File: src/rtl/npc_pkg.sv
// Shared definitions for the NPC core fetch path: reset PC, sequential
// step size and the fetch controller state encoding.
package npc_pkg;

  localparam logic [31:0] RESET_PC_DEFAULT = 32'h8000_0000;
  localparam int unsigned PC_STEP = 4;

  // Fetch controller states.
  typedef logic [2:0] state_t;
  localparam state_t ST_REQ   = 3'd0;
  localparam state_t ST_WAIT  = 3'd1;
  localparam state_t ST_ISSUE = 3'd2;
  localparam state_t ST_EXEC  = 3'd3;
  localparam state_t ST_HALT  = 3'd4;

endpackage

File: src/rtl/ifu_pc_ctrl_if.sv
// Bundle of the fetch controller's memory, decode and commit signals.
// master: the PC/fetch controller. slave: memory, decode and execute side.
interface ifu_pc_ctrl_if #(
  parameter int XLEN = 32
);

  logic            imem_req_valid;
  logic            imem_req_ready;
  logic [XLEN-1:0] imem_req_addr;
  logic            imem_resp_valid;
  logic [31:0]     imem_resp_data;
  logic            inst_valid;
  logic            inst_ready;
  logic [31:0]     inst;
  logic [XLEN-1:0] pc;
  logic            commit_valid;
  logic            pc_a_sel;
  logic            pc_b_sel;
  logic [XLEN-1:0] imm;
  logic [XLEN-1:0] rs1;
  logic            halt;

  modport master (
    output imem_req_valid, imem_req_addr, inst_valid, inst, pc, halt,
    input  imem_req_ready, imem_resp_valid, imem_resp_data, inst_ready,
    input  commit_valid, pc_a_sel, pc_b_sel, imm, rs1
  );

  modport slave (
    input  imem_req_valid, imem_req_addr, inst_valid, inst, pc, halt,
    output imem_req_ready, imem_resp_valid, imem_resp_data, inst_ready,
    output commit_valid, pc_a_sel, pc_b_sel, imm, rs1
  );

endinterface

File: src/rtl/pc_next_adder.sv
// Next-PC computation: (pc or rs1) + (4 or imm), JALR bit-0 clear and
// misalignment flag. Purely combinational so a pipelined fetch can reuse it.
module pc_next_adder
  import npc_pkg::*;
#(
  parameter int XLEN = 32
) (
  input  logic [XLEN-1:0] pc,
  input  logic [XLEN-1:0] rs1,
  input  logic [XLEN-1:0] imm,
  input  logic            pc_a_sel,
  input  logic            pc_b_sel,
  output logic [XLEN-1:0] next_pc,
  output logic            misaligned
);

  logic [XLEN-1:0] base;
  logic [XLEN-1:0] offset;

  // Select operands, add with wraparound, clear bit 0 for JALR, flag misalignment.
  always_comb begin
    base       = pc_b_sel ? rs1 : pc;
    offset     = pc_a_sel ? imm : XLEN'(PC_STEP);
    next_pc    = base + offset;
    if (pc_b_sel) begin
      next_pc[0] = 1'b0;
    end
    misaligned = |next_pc[1:0];
  end

endmodule

File: src/rtl/ifu_pc_ctrl.sv
// Program-counter and instruction-fetch controller. Holds the architectural
// PC, runs one fetch at a time, buffers the instruction for decode and
// updates the PC on commit. A misaligned target halts fetch until reset.
//
//   state    | meaning
//   ---------+----------------------------------------------------
//   ST_REQ   | fetch request presented at pc, waiting for ready
//   ST_WAIT  | request accepted, waiting for instruction data
//   ST_ISSUE | instruction buffered and offered to decode
//   ST_EXEC  | decode took it, waiting for commit from execute
//   ST_HALT  | misaligned target seen; no further fetches
module ifu_pc_ctrl
  import npc_pkg::*;
#(
  parameter int              XLEN     = 32,
  parameter logic [XLEN-1:0] RESET_PC = XLEN'(RESET_PC_DEFAULT)
) (
  input logic            clk,
  input logic            rst_n,
  ifu_pc_ctrl_if.master  bus
);

  state_t          state_q;
  logic [XLEN-1:0] pc_q;
  logic [31:0]     inst_q;
  logic            halt_q;
  logic [XLEN-1:0] next_pc;
  logic            next_misaligned;
  logic            commit_take;

  pc_next_adder #(
    .XLEN (XLEN)
  ) u_pc_next_adder (
    .pc         (pc_q),
    .rs1        (bus.rs1),
    .imm        (bus.imm),
    .pc_a_sel   (bus.pc_a_sel),
    .pc_b_sel   (bus.pc_b_sel),
    .next_pc    (next_pc),
    .misaligned (next_misaligned)
  );

  // Commit is only meaningful while waiting for it in ST_EXEC.
  assign commit_take = (state_q == ST_EXEC) && bus.commit_valid;

  // Fetch state sequencing; each state only looks at its own handshake input.
  always_ff @(posedge clk or negedge rst_n) begin
    if (!rst_n) begin
      state_q <= ST_REQ;
    end else begin
      case (state_q)
        ST_REQ:   if (bus.imem_req_ready)  state_q <= ST_WAIT;
        ST_WAIT:  if (bus.imem_resp_valid) state_q <= ST_ISSUE;
        ST_ISSUE: if (bus.inst_ready)      state_q <= ST_EXEC;
        ST_EXEC:  if (bus.commit_valid)    state_q <= next_misaligned ? ST_HALT : ST_REQ;
        ST_HALT:  state_q <= ST_HALT;
        default:  state_q <= ST_HALT;
      endcase
    end
  end

  // PC moves only on an aligned commit; a misaligned target leaves it in place.
  always_ff @(posedge clk or negedge rst_n) begin
    if (!rst_n) begin
      pc_q <= RESET_PC;
    end else if (commit_take && !next_misaligned) begin
      pc_q <= next_pc;
    end
  end

  // Instruction buffer captures the response only while a fetch is outstanding.
  always_ff @(posedge clk or negedge rst_n) begin
    if (!rst_n) begin
      inst_q <= 32'h0;
    end else if ((state_q == ST_WAIT) && bus.imem_resp_valid) begin
      inst_q <= bus.imem_resp_data;
    end
  end

  // Sticky halt flag, cleared only by reset.
  always_ff @(posedge clk or negedge rst_n) begin
    if (!rst_n) begin
      halt_q <= 1'b0;
    end else if (commit_take && next_misaligned) begin
      halt_q <= 1'b1;
    end
  end

  // Handshake valids decode registered state only.
  assign bus.imem_req_valid = (state_q == ST_REQ);
  assign bus.imem_req_addr  = pc_q;
  assign bus.inst_valid     = (state_q == ST_ISSUE);
  assign bus.inst           = inst_q;
  assign bus.pc             = pc_q;
  assign bus.halt           = halt_q;

endmodule

File: src/flat_wrapper.sv
// flat-port wrapper written by rule: the top's interface ports become plain ports
module ifu_pc_ctrl_flat import npc_pkg::*;
#(
  parameter int              XLEN     = 32,
  parameter logic [XLEN-1:0] RESET_PC = XLEN'(RESET_PC_DEFAULT)
)
  (clk, rst_n, bus_imem_req_valid, bus_imem_req_addr, bus_inst_valid, bus_inst, bus_pc, bus_halt, bus_imem_req_ready, bus_imem_resp_valid, bus_imem_resp_data, bus_inst_ready, bus_commit_valid, bus_pc_a_sel, bus_pc_b_sel, bus_imm, bus_rs1);
  ifu_pc_ctrl_if #(.XLEN(XLEN)) bus_i ();
  input logic clk;
  input logic rst_n;
  output wire logic [$bits(bus_i.imem_req_valid)-1:0] bus_imem_req_valid;
  output wire logic [$bits(bus_i.imem_req_addr)-1:0] bus_imem_req_addr;
  output wire logic [$bits(bus_i.inst_valid)-1:0] bus_inst_valid;
  output wire logic [$bits(bus_i.inst)-1:0] bus_inst;
  output wire logic [$bits(bus_i.pc)-1:0] bus_pc;
  output wire logic [$bits(bus_i.halt)-1:0] bus_halt;
  input wire logic [$bits(bus_i.imem_req_ready)-1:0] bus_imem_req_ready;
  input wire logic [$bits(bus_i.imem_resp_valid)-1:0] bus_imem_resp_valid;
  input wire logic [$bits(bus_i.imem_resp_data)-1:0] bus_imem_resp_data;
  input wire logic [$bits(bus_i.inst_ready)-1:0] bus_inst_ready;
  input wire logic [$bits(bus_i.commit_valid)-1:0] bus_commit_valid;
  input wire logic [$bits(bus_i.pc_a_sel)-1:0] bus_pc_a_sel;
  input wire logic [$bits(bus_i.pc_b_sel)-1:0] bus_pc_b_sel;
  input wire logic [$bits(bus_i.imm)-1:0] bus_imm;
  input wire logic [$bits(bus_i.rs1)-1:0] bus_rs1;
  assign bus_imem_req_valid = bus_i.imem_req_valid;
  assign bus_imem_req_addr = bus_i.imem_req_addr;
  assign bus_inst_valid = bus_i.inst_valid;
  assign bus_inst = bus_i.inst;
  assign bus_pc = bus_i.pc;
  assign bus_halt = bus_i.halt;
  assign bus_i.imem_req_ready = bus_imem_req_ready;
  assign bus_i.imem_resp_valid = bus_imem_resp_valid;
  assign bus_i.imem_resp_data = bus_imem_resp_data;
  assign bus_i.inst_ready = bus_inst_ready;
  assign bus_i.commit_valid = bus_commit_valid;
  assign bus_i.pc_a_sel = bus_pc_a_sel;
  assign bus_i.pc_b_sel = bus_pc_b_sel;
  assign bus_i.imm = bus_imm;
  assign bus_i.rs1 = bus_rs1;
  ifu_pc_ctrl #(.XLEN(XLEN), .RESET_PC(RESET_PC)) u_core (.clk(clk), .rst_n(rst_n), .bus(bus_i));
endmodule
File: config.mk
export PLATFORM = sky130hd
export DESIGN_NAME = ifu_pc_ctrl_flat
export DESIGN_NICKNAME = d
export VERILOG_FILES = /design/src/rtl/npc_pkg.sv /design/src/rtl/ifu_pc_ctrl_if.sv /design/src/rtl/pc_next_adder.sv /design/src/rtl/ifu_pc_ctrl.sv /design/src/flat_wrapper.sv
export SDC_FILE = /design/constraint.sdc
export NUM_CORES = 1
export LEC_CHECK = 0
export ABC_AREA = 1
export CORE_MARGIN = 2
export CORE_UTILIZATION = 45
export CTS_BUF_LIST = sky130_fd_sc_hd__clkbuf_4
export DETAILED_ROUTE_END_ITERATION = 8
export GPL_ROUTABILITY_DRIVEN = 0
export MAX_ROUTING_LAYER = met4
export PLACE_DENSITY = 0.8
export SYNTH_ARGS = -nofsm -noshare
export SYNTH_HDL_FRONTEND = slang
export SYNTH_SLANG_ARGS = --single-unit
File: constraint.sdc
create_clock -name clk -period 3.6 [get_ports clk]
set_input_delay 1.08 -clock clk [delete_from_list [all_inputs] [get_ports clk]]
set_output_delay 1.08 -clock clk [all_outputs]
set_load 0.02 [all_outputs]
Word level (Yosys, flattened, before mapping)
Index checks and enable logic that the tools add are counted.
Storage, ports and cells
  memory bits (writable): 0
  word-level logic and storage cells: 29
  memories kept: 0
  bits in registers: 68
  bits in latches: 0
  output and inout bits: 99
  memory bits (read-only): 0
  input bits: 104
Operators by class
  multipliers: 0
  shift-type cells: 0
  mux-type cells: 9
  div/mod/pow operators: 0
  $lt $le $gt $ge: 0
  equal/unequal tests: 7
  bitwise gates (word level): 0
  add/subtract/negate cells: 1
  reduce and logical (&&, ||, !) cells: 8
Operators by type and width (count)
  2-to-1 mux 32 bit: 2
  adder 32 bit: 1
  2-to-1 mux 3 bit: 5
  case mux 3 bit (4 select lines): 1
  equality test 3 x 2 -> 1 bit, second input constant: 2
  logical AND 1 bit: 4
  inequality test 2 x 1 -> 1 bit, second input constant: 2
  inequality test 2 bit, second input constant: 2
  AND reduction 4 bit: 1
  equality test 3 x 1 -> 1 bit, second input constant: 1
  zero test 3 bit: 1
  OR reduction 2 bit: 1
  zero test 1 bit: 1
  2-to-1 mux 1 bit: 1

Logic depth before layout (Yosys ltp)
Gate-level depths: netlist of the first run.
  depth in word-level cells: 7
  mapped depth: 16
  depth with buffers taken out: 14

By module
Synthesis of the first run repeated with hierarchy kept, for this count alone.
Unflattened totals
  cell total of the unflattened synthesis: 936
  area, all modules: 6112.1 um^2
Modules (own cells, without submodules)
  ifu_pc_ctrl: instances 1, area each 3146.8 um^2, cells an instance 338, seq. area each 1702.9 um^2
  pc_next_adder: instances 1, area each 2965.3 um^2, cells an instance 598, seq. area each 0.0 um^2

Worst setup path before layout of the first run
OpenSTA, ideal clock, no wires.
  path type: input-to-reg
  from: in bus_pc_b_sel
  to: reg u_core.pc_q[8] (netlist: u_core.bus.imem_req_addr[8])
  stages on the path: 12
  buffers on the path: 3
  data required time: 3.472 ns
  setup slack: 0.530 ns
  library setup time: 0.128 ns
  data arrival time: 2.942 ns
  cell sequence: buf_2 > clkbuf_1 > nand2_1 > o21ai_0 > ha_1 > fa_1 > o21bai_1 > nor2_2 > inv_1 > buf_4 > nand2_1 > o21ai_0
Between the ends
  elaborated cells on any way between the ends: 6
  classes of those cells: add/sub: 1; mux: 2; reduce/logical: 3
RTL lines
  from (decl): line flat_wrapper.sv:23  | input wire logic [$bits(bus_i.pc_b_sel)-1:0] bus_pc_b_sel;
  2-to-1 mux 32 bit: line pc_next_adder.sv:22  | base = pc_b_sel ? rs1 : pc;
  adder 32 bit: line pc_next_adder.sv:24  | next_pc = base + offset;
  named net u_core.next_pc[1]: line ifu_pc_ctrl.sv:27  | logic [XLEN-1:0] next_pc;
  OR reduction 2 bit: line pc_next_adder.sv:28  | misaligned = |next_pc[1:0];
  zero test 1 bit: line ifu_pc_ctrl.sv:66  | end else if (commit_take && !next_misaligned) begin
  logical AND 1 bit: line ifu_pc_ctrl.sv:66
  to (signal assigned): line ifu_pc_ctrl.sv:67  | pc_q <= next_pc;
  to (decl): line ifu_pc_ctrl.sv:24  | logic [XLEN-1:0] pc_q;
The timed path passes the listed nets, and every way through them passes these cells.
A chain may end at the register's enable or synchronous reset.

Worst setup path after layout of the first run
  from: in bus_pc_a_sel
  to: reg u_core.pc_q[20] (netlist: u_core.bus.imem_req_addr[20])
Between the ends
  cells in the longest elaborated chain, start to end: 6
RTL lines
  from (decl): line flat_wrapper.sv:22  | input wire logic [$bits(bus_i.pc_a_sel)-1:0] bus_pc_a_sel;
  2-to-1 mux 32 bit (*): line pc_next_adder.sv:23  | offset = pc_a_sel ? imm : XLEN'(PC_STEP);
  adder 32 bit (*): line pc_next_adder.sv:24
  2-to-1 mux 1 bit: line pc_next_adder.sv:25  | if (pc_b_sel) begin
  OR reduction 2 bit: line pc_next_adder.sv:28
  zero test 1 bit: line ifu_pc_ctrl.sv:66
  logical AND 1 bit: line ifu_pc_ctrl.sv:66
Every way passes the cells marked *; elsewhere a longest branch is shown, timed or not.

==> summary.txt, run 1 <==
Outcome
  – Status: completed

Pwr
  – Power, Total: 1.820 mW
  – Peak VDD IR: 0.1492 mV
  – Cell Pwr Density: 228.3 mW/mm^2
  – LEAKAGE: 4.366 nW

Critical path
  – Critical Path Max Stage Delay: 0.46 ns
  – CP Cell Sequence: clkdlybuf4s50_1 > nand2_1 > inv_1 > ha_1 > fa_1 > nand3_1 > nand3_1 > nand3_1 > nand3_1 > nand2_1 > nand3_1 > nand3_1 > o21ai_0
  – WP buf/inv: 2
  – Critical Path Most Common Cell: nand3_1
  – Worst R2R Path Depth: 12
  – Worst setup SP type: input port
  – Max FO, Critical Path: 4
  – Arrival time worst endpoint: 3.30 ns
  – Slowest CP cell: clkdlybuf4s50_1
  – Critical Path Source: bus_pc_a_sel
  – CP required: 3.92 ns
  – WP depth: 13
  – Worst R2R Start: u_core.bus.imem_req_addr[0]$_DFFE_PN0P_
  – Family with the most delay on the worst path: simple AND/OR/NAND/NOR gates
  – Crit path kind: input port to flip-flop
  – Crit path capture type: flip-flop
  – R2R Path End: u_core.bus.imem_req_addr[20]$_DFFE_PN0P_
  – Reg2reg setup slack: 1.27 ns

Routing
  – Total vias in the final route: 5783
  – Vias per std cell: 4.779
  – Antenna Nets Post-Route: 0
  – Routed WL: 16.47 mm
  – Drt wl/cell: 13.61 um
  – Post-route DRC: 0
  – Drt pass-1 iters: 7
  – Starting DRT DRC Count: 366

Placement
  – Hpwl dp: 13.10 mm
  – Port buffer count: 202

STA
  – Slew @ Worst Pin: 0.7761 ns
  – RSZ-0062 raised after global routing: false
  – Final setup fails: 0
  – Total negative setup slack: 0 ns
  – Slew Limit Headroom: 48.26%
  – Final Skew: 0.01596 ns
  – Final hold violations: 0
  – Fmax: 0.3354 GHz
  – Crit share post-route: 82.81%
  – Slew Viols, Final: 0
  – Final min period: 2.981 ns

Final layout
  – Final nets: 1170
  – Inserted Diodes: 0
  – Synthesis-to-finish area growth: 37.16%
  – Fin util: 63.17%
  – Commonest non-fill, non-tap cells in the layout: 308 x nand2_1, 200 x clkdlybuf4s50_1, 162 x inv_1, 67 x dfrtp_1, 49 x mux2_2
  – Commonest non-fill, non-tap cell in the layout: nand2_1
  – Share of cells above drive strength 1: 8.767%

Synthesis
  – Avg Synthesized Cell Area: 6.758 sq um
  – XOR/XNOR Fraction of Synth Area: 2.110%
  – Post-synthesis simple-gate area fraction: 29.82%
  – Register area share after synthesis: 29.30%
  – Yosys top cell by area: dfrtp_1
  – Flops & latches, synth: 68
  – Main combinational cell family by area after synthesis: simple AND/OR/NAND/NOR gates
  – Area share of the largest cell type after synthesis: 28.85%
  – Yosys cell types: 35
  – Post-synthesis compound-gate area fraction: 5.404%
  – Mapped Cells: 860
  – Syn Nets: 996
  – Post-synthesis adder-cell area fraction: 7.018%
  – Multiplexer share of the synthesized area: 9.882%
  – Area of the mapped netlist: 0.005812 sq mm
  – Area contributors post-synth: dfrtp_1 29%, nand2_1 20%, inv_1 10%
  – Synth warn: 0

Global routing
  – Grt met1 use: 31.96%
  – Initial antenna violation count: 0
  – Largest net degree at the start of global routing: 39
  – Met3 global-route usage: 4.021%
  – Total track usage: 24.97%
  – GRT met2 Usage: 41.64%
  – Vias in the first global route: 5577
  – Total grt overflow: 0
  – Global-route wire length before repair: 27.15 mm
  – Top Usage Layer GRT: met2

Floorplanning
  – Core Area: 0.01262 sq mm
  – Io pins: 203
  – Die width: 117.6 um
  – Die Span Y: 117.6 um
  – Initial Util: 46.05%
  – Die ar.: 0.01384 sq mm
  – Rows: 41

Clocking
  – H-tree Lvls: 3
  – Clock Latency Late Sink: 0.42 ns
  – CTS Sinks: 68
  – Clock-pin slew on the worst setup and hold paths: 0.13 ns
  – CTS Buffer Depth: 2
  – CTS Root Cell: clkbuf_4
  – CTS tree: built
  – Post-CTS setup buffer count: 0
  – CTS Hold Buffers Added: 0
  – Total CTS buffers: 9
  – # resized after CTS: 0

Run
  – Maxcap violations: 0

Min path
  – Min-delay src: u_core.bus.halt$_DFFE_PN0P_
  – Hold Path Cell Cnt: 2
  – Worst hold path type: flip-flop to flip-flop
  – Hold Path End: u_core.bus.halt$_DFFE_PN0P_
-- cell type report --
type	count	area, sq um
repair buffers	212	2137
multi-input cells	580	3152
well taps	172	215.2
clock inverters	5	77.57
flip-flops and latches	68	1703
clock buffers	10	75.07
fillers	1185	4648
inverters	163	611.8
-- worst min-delay path, stage by stage, from the launching register on --
cell     delay [ns]
dfrtp_1        0.37
inv_1          0.05
nand2_1        0.05
-- layer usage --
metal	wire length (um)	up-vias
met2	7696	227
met5	0	-
met4	221	0
met3	966	18
li1	-	2945
met1	7583	2593
-- synth_stat cells (all sizes together) --
cell type	number
inv	163
nand4	4
xnor2	11
nor2	51
and2	3
clkbuf	5
nand3b	3
dfrtp	67
fa	1
a21o	1
nor3	2
nand2	313
xor2	3
o32ai	1
a21oi	20
ha	31
mux2	51
o21ai	31
buf	44
dfstp	1
nand3	48
o22ai	2
o21bai	4
-- registers in the layout, summed over array words and instances, names as in the netlist --
register and flops:
u_core.bus.halt 1, u_core.bus.imem_req_addr 32, u_core.bus.inst 32, u_core.state_q 3
-- cell families (layout without fill, tap and decap cells) --
logic type                 count (synthesis)  count (layout)
xor gates and xnor gates                  14              14
AOI/OAI and AO/OA                         59              59
DFF                                       68              68
muxes                                     51              51
buffers and inverters                    212             390
and+or+nand+nor                          424             424
adders and majority gates                 32              32
-- metrics by stage --
| step | instances | instance area [sq um] | worst slack [ns] | hold WS (ns) |
|---|---|---|---|---|
| 2_1_floorplan | 860 | 5812 | 0.5297 | 0.5104 |
| 3_3_place_gp | 1195 | 7819 | 0.2276 | 0.4535 |
| 3_5_place_dp | 1195 | 7819 | 0.2003 | 0.4701 |
| 4_1_cts | 1210 | 7971 | 0.6426 | 0.4978 |
| 5_1_grt | 1210 | 7971 | 0.4827 | 0.5320 |
| 6_report | 1210 | 7971 | 0.6189 | 0.4929 |
-- how the worst max path moves through the flow --
stage                                                     endpoint
after CTS                                           bus_inst_valid
after global routing      u_core.bus.imem_req_addr[18]$_DFFE_PN0P_
final                     u_core.bus.imem_req_addr[20]$_DFFE_PN0P_
after detailed placement  u_core.bus.imem_req_addr[20]$_DFFE_PN0P_
after floorplan            u_core.bus.imem_req_addr[8]$_DFFE_PN0P_
after global placement    u_core.bus.imem_req_addr[26]$_DFFE_PN0P_
-- power by group --
group,internal (mW),leakage [nW],switching [mW]
Clock,0.283,0.0822,0.292
Combinational,0.227,3.39,0.253
Sequential,0.764,0.889,0
Total,1.27,4.37,0.546
(Power assumes the default switching activity.)
==> run 2: changes to the inputs <==
==> constraint.sdc (replaced) <==
create_clock -name clk -period 2.95 [get_ports clk]
set_input_delay 0.885 -clock clk [delete_from_list [all_inputs] [get_ports clk]]
set_output_delay 0.885 -clock clk [all_outputs]
set_load 0.02 [all_outputs]
==> summary.txt, run 2 (synthesized netlist as in run 1, its figures left out) <==
Pwr
  – Cell Pwr Density: 287.7 mW/mm^2 (+26%)
  – LEAKAGE: 4.564 nW (+4.5%)
  – Switching fraction of total power: 29.32% (-0.65 points)
  – Switching power: 0.6995 mW (+28%)
  – Combinational share of power: 27.3% (+0.9 points)
  – Peak VDD IR: 0.1419 mV (-4.9%)
  – Power, Total: 2.385 mW (+31%)
  – Internal Power: 1.686 mW (+32%)
  – Clock Power Share: 33.6% (+2.0 points)
  – Sequential share of power: 39.1% (-2.9 points)

Critical path
  – Max FO, Critical Path: 4 (unchanged)
  – Worst setup SP type: flip-flop
  – Worst R2R Path Depth: 8 (-4)
  – Arrival time worst endpoint: 1.90 ns (-1.40 ns)
  – Crit path capture type: output port
  – Crit path kind: flip-flop to output port
  – CP required: 2.07 ns (-1.85 ns)
  – Reg2reg setup slack: 0.67 ns (-0.60 ns)

Routing
  – Antenna Nets Post-Route: 0 (unchanged)
  – Starting DRT DRC Count: 294 (-20%)
  – Routed WL: 17.15 mm (+4.1%)
  – Vias per std cell: 4.744 (-0.75%)
  – Drt wl/cell: 13.74 um (+0.95%)
  – Post-route DRC: 0 (unchanged)
  – Drt pass-1 iters: 5 (-2)
  – Total vias in the final route: 5920 (+2.4%)

STA
  – Setup ws final: 0.1655 ns (-0.4533 ns)
  – RSZ-0062 raised after global routing: false
  – Final hold violations: 0 (unchanged)
  – Slew Limit Headroom: 49.14% (+0.89 points)
  – Crit share post-route: 94.39%
  – Final setup fails: 0 (unchanged)
  – Final min period: 2.784 ns
  – Slew Viols, Final: 0 (unchanged)
  – Final Skew: 0.02314 ns (+0.007181 ns)
  – Slew @ Worst Pin: 0.7620 ns (-0.01416 ns)
  – Fmax: 0.3591 GHz

Floorplanning
  – Rows: 41 (unchanged)
  – Die Span Y: 117.6 um (unchanged)
  – Die width: 117.6 um (unchanged)
  – Initial Util: 46.05% (unchanged)
  – Die ar.: 0.01384 sq mm (unchanged)
  – Core Area: 0.01262 sq mm (unchanged)
  – Io pins: 203 (unchanged)

Clocking
  – Post-CTS setup buffer count: 0 (unchanged)
  – CTS Sinks: 68 (unchanged)
  – CTS Buffer Depth: 2 (unchanged)
  – CTS Hold Buffers Added: 0 (unchanged)
  – CTS Root Cell: clkbuf_4
  – Clock Latency Late Sink: 0.45 ns (+0.03 ns)
  – H-tree Lvls: 3 (unchanged)
  – # resized after CTS: 0 (unchanged)
  – Clock-pin slew on the worst setup and hold paths: 0.14 ns (about the same)
  – CTS tree: built
  – Total CTS buffers: 9 (unchanged)

Placement
  – Pre-CTS setup slack: -0.2384 ns (-0.4387 ns)
  – Hpwl dp: 13.81 mm (+5.4%)
  – Port buffer count: 202 (unchanged)

Outcome
  – Status: completed

Global routing
  – Global-route wire length before repair: 28.43 mm (+4.7%)
  – Total track usage: 26.08% (+1.1 points)
  – Met3 global-route usage: 4.360% (+0.34 points)
  – GRT met2 Usage: 45.53% (+3.9 points)
  – Largest net degree at the start of global routing: 35 (-10%)
  – Top Usage Layer GRT: met2
  – Vias in the first global route: 5917 (+6.1%)
  – Grt met1 use: 30.53% (-1.4 points)
  – Total grt overflow: 0 (unchanged)
  – Initial antenna violation count: 0 (unchanged)

Final layout
  – Inserted Diodes: 0 (unchanged)
  – Commonest non-fill, non-tap cells in the layout: 308 x nand2_1, 200 x clkdlybuf4s50_1, 162 x inv_1, 67 x dfrtp_1, 49 x mux2_2
  – Synthesis-to-finish area growth: 42.65%
  – Share of cells above drive strength 1: 11.80% (+3.0 points)
  – Final nets: 1207 (+3.2%)
  – Commonest non-fill, non-tap cell in the layout: nand2_1

Run
  – Maxcap violations: 0 (unchanged)

Min path
  – Worst hold path type: input port to async pin
[run 2: layout make-up]
cell class,instances,area [sq um]
Clock buffer,9,67.56
Tap cell,172,215.2
Inverter,163,611.8
Clock inverter,7,113.9
Timing Repair Buffer,249,2427
Multi-Input combinational cell,580,3152
Fill cell,1146,4329
Sequential cell,68,1703
[run 2: power groups by stage]
stage	clock network, mW	registers [mW]	logic (mW)
after global placement	0	0.950	0.636
after CTS	0.819	0.932	0.651
after floorplan	0	0.950	0.330
after global routing	0.846	0.932	0.727
after detailed placement	0	0.950	0.646
final	0.803	0.932	0.651
[run 2: worst paths after layout]
path                                                         start                                       end
min in group clk                       u_core.bus.halt$_DFFE_PN0P_               u_core.bus.halt$_DFFE_PN0P_
setup reg to reg           u_core.bus.imem_req_addr[1]$_DFFE_PN0P_   u_core.bus.imem_req_addr[5]$_DFFE_PN0P_
max in group asynchronous                                    rst_n            u_core.bus.inst[8]$_DFFE_PN0P_
hold / removal                                               rst_n  u_core.bus.imem_req_addr[21]$_DFFE_PN0P_
hold reg to reg                        u_core.bus.halt$_DFFE_PN0P_               u_core.bus.halt$_DFFE_PN0P_
setup / recovery                     u_core.state_q[2]$_DFFE_PN0P_                            bus_inst_valid
[run 2: per-stage QoR]
stage	util (%)	hold slack [ns]	instances	area, sq um	TNS, ns
after floorplan	-	0.5104	860	5812	0
after global placement	64.26	0.4553	1232	8109	-2.975
after detailed placement	64.26	0.4565	1232	8109	-5.433
after CTS	65.70	0.4401	1248	8290	0
after global routing	65.70	0.4718	1248	8290	0
final	65.70	0.4412	1248	8290	0
[run 2: critical path: stages, from the launching register on]
cell,delay [ns]
dfrtp_1,0.44
nor2_1,0.16
inv_1,0.09
nor2_1,0.14
clkdlybuf4s50_1,0.64
[run 2: layer usage]
metal / wire length [um] / part of all wire, %
met2: 8212 / 48
met3: 1061 / 6.2
met4: 339 / 2.0
met1: 7532 / 44
met5: 0 / 0
==> run 3: changes to the inputs <==
--- a/config.mk
+++ b/config.mk
@@ -9,6 +9,7 @@
 export CORE_MARGIN = 2
 export CORE_UTILIZATION = 45
 export CTS_BUF_LIST = sky130_fd_sc_hd__clkbuf_4
+export CTS_CLUSTER_SIZE = 14
 export DETAILED_ROUTE_END_ITERATION = 8
 export GPL_ROUTABILITY_DRIVEN = 0
 export MAX_ROUTING_LAYER = met4
==> results of run 3 <==
No change in the layout: final DEF, timing and power equal those of run 2.
